$ cat src/rtl/output_port.sv
// Buffered output-write port: queues CPU output words in a first-word
// fall-through FIFO and raises hlt only after a halt request has fully drained it.
module output_port #(
  parameter int DATA_WIDTH = 16,
  parameter int DEPTH      = 8,
  parameter int CW         = $clog2(DEPTH) + 1
) (
  input  logic                  clk,
  input  logic                  reset,
  input  logic                  write,
  input  logic [DATA_WIDTH-1:0] data,
  input  logic                  halt_req,
  output logic                  full,
  output logic [CW-1:0]         count,
  output logic                  overflow,
  output logic                  out_valid,
  output logic [DATA_WIDTH-1:0] out_data,
  input  logic                  out_ready,
  output logic                  hlt
);

  localparam int AW = $clog2(DEPTH);

  typedef enum logic [1:0] {
    RUN    = 2'd0,
    DRAIN  = 2'd1,
    HALTED = 2'd2
  } state_t;

  state_t                state_reg, state_next;
  logic [DATA_WIDTH-1:0] mem [DEPTH];
  logic [AW-1:0]         wp_reg, rp_reg;
  logic [CW-1:0]         count_reg;
  logic                  overflow_reg;
  logic                  push, pop;

  assign full      = (count_reg == CW'(DEPTH));
  assign out_valid = (count_reg != '0);
  assign count     = count_reg;
  assign overflow  = overflow_reg;
  assign hlt       = (state_reg == HALTED);

  // Writes are only honoured while running; DRAIN and HALTED silently ignore them.
  assign push = write && !full && (state_reg == RUN);
  assign pop  = out_valid && out_ready;

  // Head word shown only while valid so the consumer never sees stale memory.
  assign out_data = out_valid ? mem[rp_reg] : '0;

  always_ff @(posedge clk) begin
    if (push) begin
      mem[wp_reg] <= data;
    end
  end

  always_ff @(posedge clk) begin
    if (reset) begin
      wp_reg       <= '0;
      rp_reg       <= '0;
      count_reg    <= '0;
      overflow_reg <= 1'b0;
      state_reg    <= RUN;
    end else begin
      if (push) wp_reg <= wp_reg + 1'b1;
      if (pop)  rp_reg <= rp_reg + 1'b1;
      case ({push, pop})
        2'b10:   count_reg <= count_reg + 1'b1;
        2'b01:   count_reg <= count_reg - 1'b1;
        default: count_reg <= count_reg;
      endcase
      // A rejected write is flagged even when a pop frees a slot this same edge.
      if (write && full && (state_reg == RUN)) overflow_reg <= 1'b1;
      state_reg <= state_next;
    end
  end

  always_comb begin
    state_next = state_reg;
    case (state_reg)
      RUN:     if (halt_req) state_next = DRAIN;
      DRAIN:   if (count_reg == '0) state_next = HALTED;
      HALTED:  state_next = HALTED;
      default: state_next = RUN;
    endcase
  end

endmodule

$ cat config.mk
export PLATFORM = sky130hd
export DESIGN_NAME = output_port
export DESIGN_NICKNAME = d
export VERILOG_FILES = /design/src/rtl/output_port.sv
export SDC_FILE = /design/constraint.sdc
export NUM_CORES = 1
export LEC_CHECK = 0
export CELL_PAD_IN_SITES_DETAIL_PLACEMENT = 1
export CELL_PAD_IN_SITES_GLOBAL_PLACEMENT = 2
export CORE_ASPECT_RATIO = 0.8
export CORE_MARGIN = 2
export CORE_UTILIZATION = 44
export DETAILED_ROUTE_END_ITERATION = 12
export PLACE_DENSITY_LB_ADDON = 0.1
export SYNTH_ARGS = -nofsm -noshare
export SYNTH_HDL_FRONTEND = slang
export SYNTH_SLANG_ARGS = --single-unit
$ cat constraint.sdc
create_clock -name clk -period 3.95 [get_ports clk]
set_input_delay 0.395 -clock clk [delete_from_list [all_inputs] [get_ports clk]]
set_output_delay 0.395 -clock clk [all_outputs]
set_load 0.01 [all_outputs]
==> results of run 1 <==
## area by class of cell
class / count / area share
Inverter: 5 / 0.00270
Sequential cell: 144 / 0.599
Clock inverter: 13 / 0.0165
Tap cell: 175 / 0.0315
Timing Repair Buffer: 57 / 0.0773
Multi-Input combinational cell: 134 / 0.211
Clock buffer: 19 / 0.0622
## logic make-up (layout without fill, tap and decap cells)
kind of cell               after synthesis  count (layout)
AOI/OAI and AO/OA                       10              10
DFF                                    144             144
muxes                                   52              52
and+or+nand+nor                         56              56
xor gates and xnor gates                 7               7
buffers and inverters                   17              94
adders and majority gates                9               9
## layout by cell type (no fill, tap or decap), types with 2 or more instances in the layout
cell type,count
xor2_1,4
mux4_2,32
o21ai_0,2
a21oi_1,3
buf_4,13
nor3b_1,2
nor2_1,32
inv_2,2
clkinv_4,2
clkbuf_1,2
xnor2_1,3
nand2b_1,3
clkdlybuf4s50_1,44
dfxtp_1,15
clkinvlp_4,4
inv_1,3
nor3_2,4
inv_6,2
mux2i_1,19
nand2_1,7
edfxtp_1,128
clkinv_2,4
clkbuf_16,17
ha_1,9
## layer usage
layer,up-vias,share of wire,track usage
met1,1478,0.45,0.250
met3,16,0.059,0.0371
met4,0,0.014,0.0661
met5,-,0,0
li1,1296,-,-
met2,68,0.48,0.261
## synth_stat cells, types with 2 or more instances
| master | n |
|---|---|
| nor3_1 | 4 |
| inv_2 | 2 |
| edfxtp_1 | 128 |
| mux2i_1 | 19 |
| nand2b_1 | 3 |
| inv_1 | 3 |
| nor3b_1 | 2 |
| dfxtp_1 | 16 |
| mux4_2 | 32 |
| buf_1 | 4 |
| nor2_1 | 32 |
| nand2_1 | 7 |
| o21ai_0 | 2 |
| ha_1 | 9 |
| buf_2 | 5 |
| xnor2_1 | 3 |
| clkbuf_1 | 2 |
| xor2_1 | 4 |
| a21oi_1 | 3 |
## through the flow
| step | utilization | cells |
|---|---|---|
| 6_report | 0.547 | 547 |
| 5_1_grt | 0.547 | 547 |
| 4_1_cts | 0.547 | 547 |
| 3_5_place_dp | 0.504 | 515 |
| 3_3_place_gp | 0.504 | 515 |
| 2_1_floorplan | - | 295 |
## power by group through the flow
stage / Combinational [mW] / Clock, mW / Sequential [mW]
floorplan: 0.700 / 0 / 1.91
global placement: 1.21 / 0 / 1.92
detailed placement: 1.22 / 0 / 1.93
CTS: 1.23 / 1.50 / 1.89
global route: 1.32 / 1.56 / 1.91
finish: 1.20 / 1.47 / 1.89
## worst max path at each step
| stage | startpoint | endpoint | slack [ns] | depth (start not counted) |
|---|---|---|---|---|
| after detailed placement | write | count[2] | 1.14 | 11 |
| after CTS | register | out_data[3] | 0.84 | 5 |
| after global routing | register | out_data[3] | 0.74 | 5 |
| after floorplan | count[0] | mem[0][0] | 0.92 | 4 |
| after global placement | write | count[2] | 1.22 | 11 |
| final | register | out_data[3] | 0.91 | 5 |
## worst min-delay path: cells and delay by family (launching register included)
kind,cells,cell delay [ns]
simple gates,1,0.07
flops,1,0.34
compound gates,1,0.05
==> metrics.md, run 1 <==
| Metric | Value |
|---|---|
| Status | finished, final reports clean |
| Post-route clock period utilization | 0.770 |
| Critical Path Fanout Max | 32 |
| Tot GR Track Use | 0.173 |
| Clk_lat worst skew | about 0.41 ns |
| YS warnings | 0 |
| MaxCap Viol Count | 0 |
| Initial antenna violation count | 0 |
| First-pass GRT wire length | 17.1 mm |
| Post-CTS Hold Fix Bufs | 0 |
| Cell-internal power | 3.27 mW |
| RSZ-0062 raised after global routing | false |
| Largest family of logic cells by synthesized area | multiplexers |
| Post-Synthesis Cells | approximately 300 |
| Detail Route Antenna Nets | 0 |
| Max-slew headroom | 0.406 |
| Max-slew violations | 0 |
| Top-area cell type share of the netlist area | 0.676 |
| Adder-cell share of the synthesized area | 0.0198 |
| Die height | 106 um |
| Synthesized area | ~5700 um2 |
| Layout cells sized above 1 | 0.237 |
| CTS tree | done |
| Clk_skew | 0.00854 ns |
| Worst-case vdd ir drop | between 200 and 300 uV |
| HP Class | register to register |
| Top Family by Delay on Critical Path | buffers and inverters |
| Fraction of registers with async set/reset | 0 |
| Post-CTS Repair Setup Buffers | 0 |
| Hold worst-path end | overflow |
| WP data required | 3.56 ns |
| H-tree depth | 4 |
| Number of I/O port buffers | 44 |
| Lkg Pwr | 2.23 nW |
| Worst EP arrival | 2.65 ns |
| Initial drt markers | 144 |
| Syn_area_per_cell | 19.3 um2 |
| Setup Crit Path Kind | register to output port |
| Synth Register Bits | 144 |
| Clock Power Share | 0.322 |
| Ys flop type | edfxtp_1 |
| Worst reg2reg path startpoint | count[1] |
| Synth unique cells | 34 |
| Setup WS post-layout | around 0.9 ns |
| Die Area | 13900 um2 |
| XOR/XNOR Fraction of Synth Area | 0.0108 |
| Area growth from synthesis to layout | 22.4% |
| Switching portion of total power | 0.283 |
| Gate power share | 0.263 |
| Hold depth | 2 |
| Storage cell area | approximately 4200 um2 |
| Final WL | 11.0 mm |
| Fillers | 1140 |
| Routed length per instance | 20.1 um |
| Critical-path top delay cell | mux4_2 |
| Post-Synth Simple-Gate Area | 0.0497 |
| Max clock buf depth | 2 |
| Via count | 2858 |
| Min-delay src | overflow |
| Placement Setup Slack | approximately 1.1 ns |
| CTS root buf | clkbuf_16 |
| Num CTS Buffers | 17 |
| FMAX | 0.329 GHz |
| Worst path cell trace | buf_4 -> mux4_2 -> mux2i_1 -> nor2_1 -> clkdlybuf4s50_1 |
| Final instance area | 6960 um2 |
| Setup Viol. Count Final | 0 |
| Max reg flops | 128 |
| Worst path max stage delay | 0.61 ns |
| Pre-antenna DRT Iters | 4 |
| Area of the multi-input gates | 1470 um2 |
| Core box area | between 10000 and 15000 um2 |
| Largest net degree at the start of global routing | 33 |
| Via density | about 5.2 |
| Switch Pwr | 1.30 mW |
| GRT overflow | 0 |
| Clock transition at path regs | roughly 0.06 ns |
| Dpl hpwl | 6.51 mm |
| Starting Density | 0.447 |
| Reg2reg setup slack | 1.23 ns |
| Largest cells by area after synthesis | edfxtp_1 (68%), mux4_2 (13%), dfxtp_1 (5.6%), mux2i_1 (3.3%), nor2_1 (2.1%) |
| Seq pwr share | 0.414 |
| Post-synthesis mux area share | 0.162 |
| Cell area power density | 656 nW/um2 |
| Crit Reg-Reg Endpoint | count[2] |
| FF-to-FF path depth | 10 |
| Hold Fails Final Rpt | 0 |
| Final TNS setup | 0 ns |
| Clock sink count | 144 |
| Die width | about 130 um |
| # diodes | 0 |
| Vias in the first global route | 3001 |
| Synthesized Nets | 325 |
| Cell taking the most area after synthesis | edfxtp_1 |
| # rows | 37 |
| Compound-Gate Fraction of Synth Area | 0.0114 |
| # IOs | 45 |
| Drc violations | 0 |
| Placer Congestion | just under 0.7 |
| Worst hold margin | around 0.49 ns |
| Post-CTS sizing | 0 |
| Number of synthesized flops with an enable pin | approximately 130 |
| Power Total | 4.57 mW |
| Post-DP Area | around 6400 um2 |
| Nets | slightly below 400 |
| Seq/Total Area, Yosys | 0.732 |
| Slew at the pin with the worst max-slew slack | roughly 0.9 ns |
| CP Capture Type | output port |
| Crit path launch type | register |
| Fin crit period | 3.04 ns |
| Worst path bufs/invs | 2 |
No activity file was read; power rests on OpenSTA's default activity.
==> inputs of run 2 (changes only) <==
- clock period: 3.95 -> 2.91 ns (I/O delays scaled with it)
==> metrics.md, run 2 (synthesis results as in run 1) <==
| Metric | Value |
|---|---|
| GRT overflow | 0 |
| Min-delay src | overflow |
| Met3 Resource Use GR | 0.0477 |
| Fin crit period | between 2 and 3 ns |
| Lkg Pwr | 2.27 nW |
| Worst-case vdd ir drop | 469 uV |
| Placement Setup Slack | 0.364 ns |
| Max-slew headroom | 0.672 |
| Most frequent cells in the layout | edfxtp_1 (128), clkdlybuf4s50_1 (44), mux4_2 (32), nor2_1 (32), mux2i_1 (19) |
| Fillers | 1157 |
| Largest net degree at the start of global routing | 33 |
| Critical-path top delay cell | mux4_2 |
| Starting Density | 0.447 |
| CP Capture Type | output port |
| Drc violations | 0 |
| Crit path launch type | register |
| Worst hold margin | 0.473 ns |
| Slew at the pin with the worst max-slew slack | between 0.4 and 0.5 ns |
| Cell-internal power | 4.63 mW |
| Worst reg2reg path startpoint | count[0] |
| Num CTS Buffers | 17 |
| Number of I/O port buffers | 44 |
| First-pass GRT wire length | 17.0 mm |
| Worst path max stage delay | ~0.57 ns |
| Die width | around 130 um |
| # rows | 37 |
| # IOs | 45 |
| Via density | 5.13 |
| MaxCap Viol Count | 0 |
| HP Class | register to register |
| Clk_lat worst skew | between 0.4 and 0.5 ns |
| Status | finished, final reports clean |
| Final TNS setup | 0 ns |
| Max clock buf depth | 2 |
| Clock sink count | 144 |
| Cell area power density | 903 nW/um2 |
| Layout cells sized above 1 | 0.235 |
| Max-slew violations | 0 |
| Post-CTS sizing | 0 |
| Met2 usage | 0.266 |
| Vias in the first global route | between 2000 and 3000 |
| Setup WS post-layout | 0.224 ns |
| Post-route clock period utilization | 0.923 |
| Tot GR Track Use | 0.175 |
| Setup Viol. Count Final | 0 |
| Pre-antenna DRT Iters | 4 |
| Area growth from synthesis to layout | 23.5% |
| Post-CTS Hold Fix Bufs | 0 |
| WP data required | 2.62 ns |
| Core box area | roughly 13000 um2 |
| Dpl hpwl | 6.47 mm |
| RSZ-0062 raised after global routing | false |
| Seq pwr share | 0.406 |
| Busiest grt layer | met2 |
| Routed length per instance | 20.2 um |
| Most common cell after layout, fill and taps aside | edfxtp_1 |
| Worst EP arrival | 2.40 ns |
| Nets | 392 |
| Die height | roughly 110 um |
| CTS tree | done |
| Switch Pwr | around 1.7 mW |
| Initial drt markers | ~190 |
| Hold Fails Final Rpt | 0 |
| Power Total | 6.34 mW |
| Switching portion of total power | 0.269 |
| Clock Power Share | 0.333 |
| GR Util met1 | 0.242 |
| Initial antenna violation count | 0 |
| Gate power share | 0.261 |
| Worst path cell trace | buf_4 -> mux4_2 -> mux2i_1 -> nor2_1 -> clkdlybuf4s50_1 |
| # diodes | 0 |
| Placer Congestion | 0.677 |
| Max reg flops | 128 |
| H-tree depth | 4 |
| Via count | 2815 |
| Setup Crit Path Kind | register to output port |
| CTS root buf | clkbuf_16 |
| Clk_skew | 0.00769 ns |
| Clock transition at path regs | 0.05 ns |
| FMAX | between 0.3 and 0.4 GHz |
| Detail Route Antenna Nets | 0 |
| Critical Path Fanout Max | 20 |
| Final WL | between 10 and 15 mm |
| Die Area | roughly 14000 um2 |
| Post-CTS Repair Setup Buffers | 0 |
[run 2: final timing paths]
check             cells after the start  slack, ns           to
setup / recovery                      5       0.22  out_data[8]
hold / removal                        2       0.47     overflow
setup reg to reg                     10       0.43     count[2]
hold reg to reg                       2       0.47     overflow
[run 2: critical path, delay by kind of cell (launching register included)]
family | cells | cell delay, ns
simple gates | 1 | 0.07
flops | 1 | 0.32
buf+inv | 2 | 0.86
mux | 2 | 0.72
[run 2: final cells by class]
type,count,area [um2],area share
tap,175,219,0.0312
sequential,144,4170,0.593
clock inverter,6,82.6,0.0118
clock buffer,25,495,0.0706
timing repair buffer,60,561,0.0798
inverter,5,18.8,0.00267
multi-input combinational,134,1480,0.211
[run 2: power groups by stage]
stage          Sequential [mW]  Combinational, mW  Clock, mW
4_1_cts                   2.57               1.69       2.18
3_3_place_gp              2.60               1.66          0
3_5_place_dp              2.61               1.69          0
5_1_grt                   2.59               1.80       2.23
2_1_floorplan             2.59              0.954          0
6_report                  2.57               1.66       2.11
[run 2: routing by layer]
layer | routed length [um] | share of wire
met2 | 5270 | 0.47
met5 | 0 | 0
met4 | 165 | 0.015
met1 | 5310 | 0.48
met3 | 365 | 0.033
[run 2: stage by stage]
| stage | std cells | cell area (um2) | util |
|---|---|---|---|
| 5_1_grt | 549 | 7020 | 0.551 |
| 6_report | 549 | 7020 | 0.551 |
| 3_3_place_gp | 518 | 6440 | 0.506 |
| 4_1_cts | 549 | 7020 | 0.551 |
| 2_1_floorplan | 295 | 5690 | - |
| 3_5_place_dp | 518 | 6440 | 0.506 |
